**config.mk**
```make
export PLATFORM = sky130hd
export DESIGN_NAME = seg7_scan_controller_flat
export DESIGN_NICKNAME = d
export VERILOG_FILES = /design/src/rtl/seg7_scan_controller_if.sv /design/src/rtl/seg7_scan_controller.sv /design/src/flat_wrapper.sv
export SDC_FILE = /design/constraint.sdc
export NUM_CORES = 1
export LEC_CHECK = 0
export CELL_PAD_IN_SITES_DETAIL_PLACEMENT = 0
export CELL_PAD_IN_SITES_GLOBAL_PLACEMENT = 1
export CORE_AREA = 2 2 125 127
export CTS_BUF_LIST = sky130_fd_sc_hd__clkbuf_4 sky130_fd_sc_hd__clkbuf_8 sky130_fd_sc_hd__clkbuf_16
export CTS_CLUSTER_DIAMETER = 100
export CTS_CLUSTER_SIZE = 25
export DETAILED_ROUTE_END_ITERATION = 6
export DIE_AREA = 0 0 127 129
export HOLD_SLACK_MARGIN = 0.03
export PLACE_DENSITY_LB_ADDON = 0.25
export SYNTH_ARGS = -nofsm -noshare
export SYNTH_HDL_FRONTEND = slang
export SYNTH_SLANG_ARGS = --single-unit
```
**constraint.sdc**
```tcl
create_clock -name clk -period 2.73 [get_ports clk]
set_input_delay 0.6825 -clock clk [delete_from_list [all_inputs] [get_ports clk]]
set_output_delay 0.6825 -clock clk [all_outputs]
set_load 0.01 [all_outputs]
```
**src/rtl/seg7_scan_controller_if.sv**
```systemverilog
// Bus bundle for seg7_scan_controller: display content, load strobe and
// brightness in, multiplexed common-anode drive and frame pulse out.
interface seg7_scan_controller_if #(
    parameter int DIGITS   = 8,
    parameter int BRIGHT_W = 4
);
    logic [4*DIGITS-1:0] data;
    logic [DIGITS-1:0]   dp_in;
    logic [DIGITS-1:0]   blank;
    logic                load;
    logic [BRIGHT_W-1:0] brightness;
    logic [DIGITS-1:0]   anodes;
    logic [6:0]          seg;
    logic                dp;
    logic                frame_done;

    modport master (
        output data, dp_in, blank, load, brightness,
        input  anodes, seg, dp, frame_done
    );

    modport slave (
        input  data, dp_in, blank, load, brightness,
        output anodes, seg, dp, frame_done
    );
endinterface

```
**src/rtl/seg7_scan_controller.sv**
```systemverilog
// Multiplexed N-digit hex seven-segment scan controller (common anode,
// active-low drive) with per-digit dp/blanking, PWM brightness and
// frame-synchronous double-buffered content update.
// Optional feature: define SEG7_LZB_EN to enable leading-zero blanking.
module seg7_scan_controller #(
    parameter int DIGITS   = 8,
    parameter int CLK_DIV  = 100000,
    parameter int BRIGHT_W = 4
) (
    input  logic                   clk,
    input  logic                   reset,
    seg7_scan_controller_if.slave  bus
);
    localparam int IDX_W   = (DIGITS > 1) ? $clog2(DIGITS) : 1;
    localparam int PRESC_W = $clog2(CLK_DIV);
    localparam logic [IDX_W-1:0]   LAST_IDX   = IDX_W'(DIGITS - 1);
    localparam logic [PRESC_W-1:0] LAST_PRESC = PRESC_W'(CLK_DIV - 1);

    // Active-low {a,b,c,d,e,f,g} pattern for a hex nibble, 'b'/'d' lowercase.
    function automatic logic [6:0] hex_decode(input logic [3:0] nib);
        case (nib)
            4'h0:    hex_decode = 7'h01;
            4'h1:    hex_decode = 7'h4F;
            4'h2:    hex_decode = 7'h12;
            4'h3:    hex_decode = 7'h06;
            4'h4:    hex_decode = 7'h4C;
            4'h5:    hex_decode = 7'h24;
            4'h6:    hex_decode = 7'h20;
            4'h7:    hex_decode = 7'h0F;
            4'h8:    hex_decode = 7'h00;
            4'h9:    hex_decode = 7'h04;
            4'hA:    hex_decode = 7'h08;
            4'hB:    hex_decode = 7'h60;
            4'hC:    hex_decode = 7'h31;
            4'hD:    hex_decode = 7'h42;
            4'hE:    hex_decode = 7'h30;
            4'hF:    hex_decode = 7'h38;
            default: hex_decode = 7'h7F;
        endcase
    endfunction

    logic [PRESC_W-1:0]  presc_r;
    logic [IDX_W-1:0]    idx_r;
    logic [BRIGHT_W-1:0] pwm_r;
    logic                frame_done_r;

    logic [4*DIGITS-1:0] pend_data_r;
    logic [DIGITS-1:0]   pend_dp_r;
    logic [DIGITS-1:0]   pend_blank_r;
    logic                pend_valid_r;
    logic [4*DIGITS-1:0] act_data_r;
    logic [DIGITS-1:0]   act_dp_r;
    logic [DIGITS-1:0]   act_blank_r;

    logic [DIGITS-1:0]   anodes_r;
    logic [6:0]          seg_r;
    logic                dp_r;

    logic                tick_s;
    logic                wrap_s;
    logic [BRIGHT_W-1:0] pwm_nxt_s;
    logic [DIGITS-1:0]   auto_blank_s;
    logic [3:0]          nib_s;
    logic                dark_s;
    logic                lit_s;
    logic [DIGITS-1:0]   anodes_nxt_s;
    logic [6:0]          seg_nxt_s;
    logic                dp_nxt_s;

    assign tick_s    = (presc_r == LAST_PRESC);
    assign wrap_s    = tick_s && (idx_r == LAST_IDX);
    // The anode register loads on the same edge the pwm counter steps, so
    // compare against the pwm value that will be live while the anode is.
    assign pwm_nxt_s = pwm_r + BRIGHT_W'(1);

    // Prescaler, digit index, pwm counter and the frame pulse.
    always_ff @(posedge clk or negedge reset) begin
        if (!reset) begin
            presc_r      <= '0;
            idx_r        <= '0;
            pwm_r        <= '0;
            frame_done_r <= 1'b0;
        end else begin
            presc_r      <= tick_s ? '0 : presc_r + PRESC_W'(1);
            if (tick_s) begin
                idx_r <= wrap_s ? '0 : idx_r + IDX_W'(1);
            end else begin
                idx_r <= idx_r;
            end
            pwm_r        <= pwm_nxt_s;
            frame_done_r <= wrap_s;
        end
    end

    // Pending/active double buffer; active only changes at the frame wrap.
    always_ff @(posedge clk or negedge reset) begin
        if (!reset) begin
            pend_data_r  <= '0;
            pend_dp_r    <= '0;
            pend_blank_r <= '0;
            pend_valid_r <= 1'b0;
            act_data_r   <= '0;
            act_dp_r     <= '0;
            act_blank_r  <= '0;
        end else begin
            if (wrap_s && pend_valid_r) begin
                act_data_r  <= pend_data_r;
                act_dp_r    <= pend_dp_r;
                act_blank_r <= pend_blank_r;
            end else begin
                act_data_r  <= act_data_r;
                act_dp_r    <= act_dp_r;
                act_blank_r <= act_blank_r;
            end
            // A load on the wrapping tick lands in pending after the old
            // pending moved to active, so the valid flag stays set.
            if (bus.load) begin
                pend_data_r  <= bus.data;
                pend_dp_r    <= bus.dp_in;
                pend_blank_r <= bus.blank;
                pend_valid_r <= 1'b1;
            end else begin
                pend_valid_r <= wrap_s ? 1'b0 : pend_valid_r;
            end
        end
    end

`ifdef SEG7_LZB_EN
    logic lead_s;

    // Mark digits above the most significant nonzero active nibble.
    always_comb begin
        auto_blank_s = '0;
        lead_s       = 1'b1;
        for (int i = DIGITS - 1; i > 0; i--) begin
            lead_s          = lead_s & (act_data_r[4*i +: 4] == 4'h0);
            auto_blank_s[i] = lead_s;
        end
    end
`else
    assign auto_blank_s = '0;
`endif

    // Next-state values of the display drive for the current digit.
    always_comb begin
        nib_s        = act_data_r[{idx_r, 2'b00} +: 4];
        dark_s       = act_blank_r[idx_r] | auto_blank_s[idx_r];
        // presc_r == 0 marks the first clk of a slot: keep all anodes off.
        lit_s        = !dark_s && (presc_r != '0) && (pwm_nxt_s <= bus.brightness);
        anodes_nxt_s = '1;
        anodes_nxt_s[idx_r] = ~lit_s;
        seg_nxt_s    = dark_s ? 7'h7F : hex_decode(nib_s);
        dp_nxt_s     = dark_s | ~act_dp_r[idx_r];
    end

    // Registered display outputs.
    always_ff @(posedge clk or negedge reset) begin
        if (!reset) begin
            anodes_r <= '1;
            seg_r    <= 7'h7F;
            dp_r     <= 1'b1;
        end else begin
            anodes_r <= anodes_nxt_s;
            seg_r    <= seg_nxt_s;
            dp_r     <= dp_nxt_s;
        end
    end

    assign bus.anodes     = anodes_r;
    assign bus.seg        = seg_r;
    assign bus.dp         = dp_r;
    assign bus.frame_done = frame_done_r;

endmodule
```
**src/flat_wrapper.sv**
```systemverilog
// flat-port wrapper written by rule: the top's interface ports become plain ports
module seg7_scan_controller_flat 
#(
    parameter int DIGITS   = 8,
    parameter int CLK_DIV  = 100000,
    parameter int BRIGHT_W = 4
)
  (clk, reset, bus_data, bus_dp_in, bus_blank, bus_load, bus_brightness, bus_anodes, bus_seg, bus_dp, bus_frame_done);
  seg7_scan_controller_if #(.DIGITS(DIGITS), .BRIGHT_W(BRIGHT_W)) bus_i ();
  input  logic clk;
  input  logic reset;
  input wire logic [$bits(bus_i.data)-1:0] bus_data;
  input wire logic [$bits(bus_i.dp_in)-1:0] bus_dp_in;
  input wire logic [$bits(bus_i.blank)-1:0] bus_blank;
  input wire logic [$bits(bus_i.load)-1:0] bus_load;
  input wire logic [$bits(bus_i.brightness)-1:0] bus_brightness;
  output wire logic [$bits(bus_i.anodes)-1:0] bus_anodes;
  output wire logic [$bits(bus_i.seg)-1:0] bus_seg;
  output wire logic [$bits(bus_i.dp)-1:0] bus_dp;
  output wire logic [$bits(bus_i.frame_done)-1:0] bus_frame_done;
  assign bus_i.data = bus_data;
  assign bus_i.dp_in = bus_dp_in;
  assign bus_i.blank = bus_blank;
  assign bus_i.load = bus_load;
  assign bus_i.brightness = bus_brightness;
  assign bus_anodes = bus_i.anodes;
  assign bus_seg = bus_i.seg;
  assign bus_dp = bus_i.dp;
  assign bus_frame_done = bus_i.frame_done;
  seg7_scan_controller #(.DIGITS(DIGITS), .CLK_DIV(CLK_DIV), .BRIGHT_W(BRIGHT_W)) u_core (.clk(clk), .reset(reset), .bus(bus_i));
endmodule
```
Word-level counts from Yosys, hierarchy flattened. Memories as Yosys holds them, arrays and structs flattened. Cells that the tools add are included.

Register bits after elaboration: 138. Memories kept: 2. Output and inout port bits: 17. Memory bits (read-only): 120. Logic and storage cells: 51. Bits in latches: 0. RAM bits: 0. Input bits: 55.

Multipliers: 0. Bitwise operators: 6. Divide/modulo/power cells: 0. Muxes and demuxes: 12. Reduce and logical (&&, ||, !) cells: 8. $lt $le $gt $ge: 3. Add/sub/neg operators: 3. Shift-type cells: 1. Eq/ne operators: 2.

Memory list: (name not given) (words 16, width 7, read ports 1, clocked after memory_dff 0, wr ports 0, line seg7_scan_controller.sv:21) `case (nib)`; (name not given) (words 8, width 1, read ports 1, clocked after memory_dff 0, wr ports 0, line seg7_scan_controller.sv:147) `dark_s = act_blank_r[idx_r] | auto_blank_s[idx_r];`.

Operators with widths (count): $shiftx A32 B6 Y4 (1); $add A17 B1 Y17 const B (1); $eq A17 B17 Y1 const B (1); $mux W17 (1); $reduce_bool A17 Y1 (1); $not A8 Y8 (1); $or A8 B8 Y8 (1); $mux W7 (1); $bmux W1 S3 (2); $mux W1 (6); $logic_and A1 B1 Y1 (5); $add A4 B1 Y4 const B (1); $le A4 B4 Y1 (1); $lt A3 B4 Y1 const B (1); $add A3 B1 Y3 const B (1); $demux W1 S3 (1); $eq A3 B3 Y1 const B (1); $ge A3 B1 Y1 const B (1); $mux W3 (1); $not A1 Y1 (2); $or A1 B1 Y1 (2); $reduce_bool A2 Y1 (1); $logic_not A1 Y1 (1).

Longest topological paths before layout.
Word-level depth: 8. Mapped depth: 10. Depth with buffers taken out: 8.

Least setup slack after synthesis. OpenSTA, ideal clock, no wires.

Kind: register -> register. Start: register u_core.idx_r[0]. End: register u_core.seg_r[2], in the netlist u_core.bus.seg[2]. Clock period less this slack: 2.282 ns. Slack: 0.448 ns. Data required time: 2.642 ns. Setup time: 0.088 ns. Data arrival time: 2.194 ns. Buffers on the path: 1. Stages on the path, launching flop included: 9. Cell sequence: dfrtp_1 -> buf_6 -> mux4_1 -> mux2i_4 -> inv_1 -> ha_1 -> nand2_1 -> nor2_1 -> or3_1.

Word-level cells in the longest chain between the ends: 4. Elaborated cells on any way between the ends: 8. Those cells by class: shift: 1; mux: 4; bitwise: 1; memory: 2.

RTL lines: start, declared (line seg7_scan_controller.sv:43) `logic [IDX_W-1:0] idx_r;`; start signal, assigned (line seg7_scan_controller.sv:86) `idx_r <= wrap_s ? '0 : idx_r + IDX_W'(1);`; start signal, assigned (line seg7_scan_controller.sv:88) `idx_r <= idx_r;`; branches (longest 3 deep; another with $mem_v2 Z16 W7); $mux W7 * (line seg7_scan_controller.sv:152) `seg_nxt_s = dark_s ? 7'h7F : hex_decode(nib_s);`; via u_core.seg_nxt_s[2] (line seg7_scan_controller.sv:67) `logic [6:0] seg_nxt_s;`; end signal, assigned (line seg7_scan_controller.sv:164) `seg_r <= seg_nxt_s;`; end, declared (line seg7_scan_controller.sv:56) `logic [6:0] seg_r;`.

Mark *: on every way through the listed nets, which the timed path passes. The select of a mux whose other input is x is not followed. A chain may end at the register's enable or synchronous reset.

Worst setup path after layout.
Start: register u_core.idx_r[0]. End: register u_core.seg_r[6], in the netlist u_core.bus.seg[6].

The elaborated chain is that of the path after synthesis.

==> metrics.md <==
| Metric | Value |
|---|---|
| Post-CTS resize count | `0` |
| Pwr/cell area | `between 600 and 700 nW/um^2` |
| FF-to-FF Start | `u_core.idx_r[0]$_DFFE_PN0N_` |
| Core area | `between 10,000 and 15,000 sq um` |
| Pre-Repair DR Iteration Count | `4` |
| Async S/R FF share, synth | `1.00` |
| Final period util | `0.838` |
| Yosys warns | `0` |
| Antenna Nets Post-Route | `0` |
| Clk Latency, worst-skew pair | `just over 0.4 ns` |
| Synth Flop Type | `dfrtp_1` |
| Global route total overflow | `0` |
| CP max FO | `7` |
| Final #Nets | `580` |
| Worst path slowest cell | `mux4_1` |
| Die extent in x | `between 100 and 150 um` |
| Aggregate negative setup slack | `0 ns` |
| Post-synthesis cell count | `about 430` |
| Initial antenna violation count | `0` |
| Clock sinks | `~140` |
| Final setup vio count | `0` |
| Synth unique cells | `~50` |
| Antenna cells | `0` |
| Die height | `about 130 um` |
| Critical Path Max Stage Delay | `just over 0.6 ns` |
| IO Count | `72` |
| WP data required | `around 3.1 ns` |
| Starting density of the core | `0.406` |
| CTS tree | `yes` |
| Area grow syn2layout | `26.3%` |
| Max_cap viols | `0` |
| Met1 usage | `0.198` |
| Fmax | `about 440 MHz` |
| Drc violations | `0` |
| Unrepaired setup endpoints after global routing | `no` |
| R2R cell count | `7` |
| Register area share after synthesis | `0.572` |
| Reg2Reg Capture Point | `u_core.bus.seg[6]$_DFF_PN1_` |
| Drt via density | `~5.1` |
| Met2 Use GR | `0.245` |
| Port buffer count | `roughly 70` |
| CP Capture Type | `flip-flop` |
| Wirelength, routed | `~11,000 um` |
| Mean post-synth cell area | `14.2 sq um` |
| Synth Register Bits | `around 140` |
| Design Area, Final | `around 7700 sq um` |
| Slew @ Worst Pin | `approximately 0.6 ns` |
| CP Data Arrival Time | `2.62 ns` |
| Setup Skew | `roughly 0.0061 ns` |
| Gpl congestion | `about 0.74` |
| Pin count of the biggest net entering global routing | `62` |
| # H-tree levels | `4` |
| Cell family with most CP delay | `multiplexers` |
| Hold violation total from the final report | `0` |
| CTS Buf Count | `17` |
| Lkg Pwr | `3.43 nW` |
| GR Util met3 | `0.0378` |
| Hold Crit Class | `in2async` |
| CTS max path bufs | `2` |
| Final non-filler cell total | `roughly 710` |
| Routed len/inst | `about 16 um` |
| Clock root buffer | `clkbuf_16` |
| DP Area | `7020 sq um` |
| Detail Placement HPWL | `7790 um` |
| Placement Rows | `45` |
| 1st-iter DRT viols | `~180` |
| Setup crit start kind | `flip-flop` |
| Fraction of layout cells with a size suffix above 1 | `0.342` |
| Worst hold slack | `0.240 ns` |
| Post-synth EDFFs | `0` |
| Global-route wire length before repair | `19,100 um` |
| CP bufs+invs | `1` |
| Post-cts hold buffer count | `0` |
| Period minus WS final | `~2.3 ns` |
| Max_slew headroom | `0.599` |
| Via Count | `3,596` |
| Post-Syn Nets | `around 500` |
| Die footprint | `~16,000 sq um` |
| Placed Cells incl. Taps | `just under 700` |
| Netlist Area Pre-Place | `around 6000 sq um` |
| Busiest grt layer | `met2` |
| VDD IR max | `0.000460 V` |
| Worst-path cell chain | `mux4_1 > mux2i_4 > inv_1 > ha_1 > nand2_1 > a21boi_0 > or3_1` |
| R2R setup slack | `0.44 ns` |
| Crit Path Category | `reg2reg` |
| Post-CTS Setup Bufs | `0` |
| Pins Over Slew Limit | `0` |
| Status | `finished, final reports clean` |
| Clock transition at path regs | `roughly 0.060 ns` |
| Number of global-route vias before repair | `roughly 3,800` |
| Total track usage | `0.152` |
[kinds of logic after synthesis]
logic type	synth area share
flip-flops	0.572
multiplexers	0.242
AND/OR/NAND/NOR	0.0737
buffers and inverters	0.0276
AO/OA/AOI/OAI	0.0294
XOR/XNOR	0.0245
adder cells (fa/ha/maj)	0.0309
[layout by cell type, fill, tap and decap left out, types with 4 or more instances in the layout]
cell type,instances
and3_1,6
bufinv_16,4
dfrtp_1,122
o21ai_0,4
ha_1,15
clkdlybuf4s50_1,69
nand2_1,19
xnor2_1,10
mux2i_1,6
nand4_1,12
clkbuf_16,17
clkbuf_8,4
nor2_1,13
dfstp_2,16
xor2_1,7
mux2_2,100
inv_1,11
mux4_2,8
buf_4,9
nand3_1,7
[flip-flops by register name (all words and copies together) (netlist names), 3 cells and up]
| signal | flops |
|---|---|
| u_core.act_blank_r | 8 |
| u_core.pend_dp_r | 8 |
| u_core.act_dp_r | 8 |
| u_core.idx_r | 3 |
| u_core.pend_blank_r | 8 |
| u_core.pwm_r | 4 |
| u_core.act_data_r | 32 |
| u_core.pend_data_r | 32 |
| u_core.presc_r | 17 |
| u_core.bus.anodes | 8 |
| u_core.bus.seg | 7 |
[area by class of cell]
class | instances | area (sq um)
well taps | 188 | 235
multi-input cells | 258 | 2440
clock buffers | 21 | 480
flip-flops and latches | 138 | 3470
inverters | 12 | 45.0
repair buffers | 83 | 835
fillers | 1275 | 7310
clock inverters | 11 | 166
[cells in the mapped netlist, types with 2 or more instances]
cell        n  area (sq um)
xnor2_1    10          87.6
o31ai_1     2          15.0
dfstp_2    16           420
mux2_4      2          30.0
nor2b_1     3          18.8
and3_1      7          43.8
buf_4       2          15.0
and2_1      3          18.8
xor2_1      7          61.3
mux2_2    100          1130
a221o_1     2          20.0
a31oi_1     2          12.5
nand2_1    19          71.3
nand3b_1    3          22.5
inv_1      11          41.3
o21ai_0     4          20.0
clkbuf_1    3          11.3
buf_1       4          15.0
buf_6       5          56.3
nor4_1      3          18.8
or3_1       2          12.5
o21ai_1     3          15.0
o21a_1      2          15.0
mux4_1      2          52.6
mux4_2      8           180
ha_1       15           188
nand4_1    12          75.1
mux2i_1     6          60.1
nor3_1      3          15.0
a21oi_1     3          15.0
a21o_1      2          15.0
buf_2       5          25.0
dfrtp_1   122          3050
nand3_1     7          35.0
nor2_1     13          48.8
[per-layer routing]
metal	wire [um]	part of all wire
met5	0	0
met4	165	0.015
met3	378	0.034
met2	5450	0.49
met1	5200	0.46
[stage by stage]
stage	utilization	total power, mW	setup WS [ns]
CTS	0.512	4.91	0.437
detailed placement	0.469	2.43	0.310
finish	0.512	4.84	0.441
global placement	0.469	2.42	0.319
global route	0.512	5.05	0.309
floorplan	-	2.27	0.448
[power breakdown]
group | internal, mW | switching (mW) | leakage, nW | total, mW
clock network | 1.62 | 0.835 | 0.311 | 2.46
logic | 0.142 | 0.0848 | 1.38 | 0.227
registers | 2.12 | 0.0385 | 1.74 | 2.16
[how the worst max path moves through the flow]
| stage | from | end | slack (ns) | depth (start not counted) |
|---|---|---|---|---|
| 2_1_floorplan | u_core.idx_r[0]$_DFFE_PN0N_ | u_core.bus.seg[2]$_DFF_PN1_ | 0.45 | 8 |
| 3_3_place_gp | bus_brightness[1] | u_core.bus.anodes[0]$_DFF_PN1_ | 0.32 | 9 |
| 3_5_place_dp | bus_brightness[1] | u_core.bus.anodes[0]$_DFF_PN1_ | 0.31 | 9 |
| 4_1_cts | u_core.idx_r[0]$_DFFE_PN0N_ | u_core.bus.seg[6]$_DFF_PN1_ | 0.44 | 7 |
| 5_1_grt | u_core.idx_r[0]$_DFFE_PN0N_ | u_core.bus.seg[6]$_DFF_PN1_ | 0.31 | 7 |
| 6_report | u_core.idx_r[0]$_DFFE_PN0N_ | u_core.bus.seg[6]$_DFF_PN1_ | 0.44 | 7 |
[worst reg2reg max path, cell delays in order, from the launching register on]
cell,delay [ns]
dfrtp_1,0.40
mux4_1,0.62
mux2i_4,0.29
inv_1,0.11
ha_1,0.25
nand2_1,0.12
a21boi_0,0.09
or3_1,0.32
Note: power is estimated with default switching activity, not from simulation.
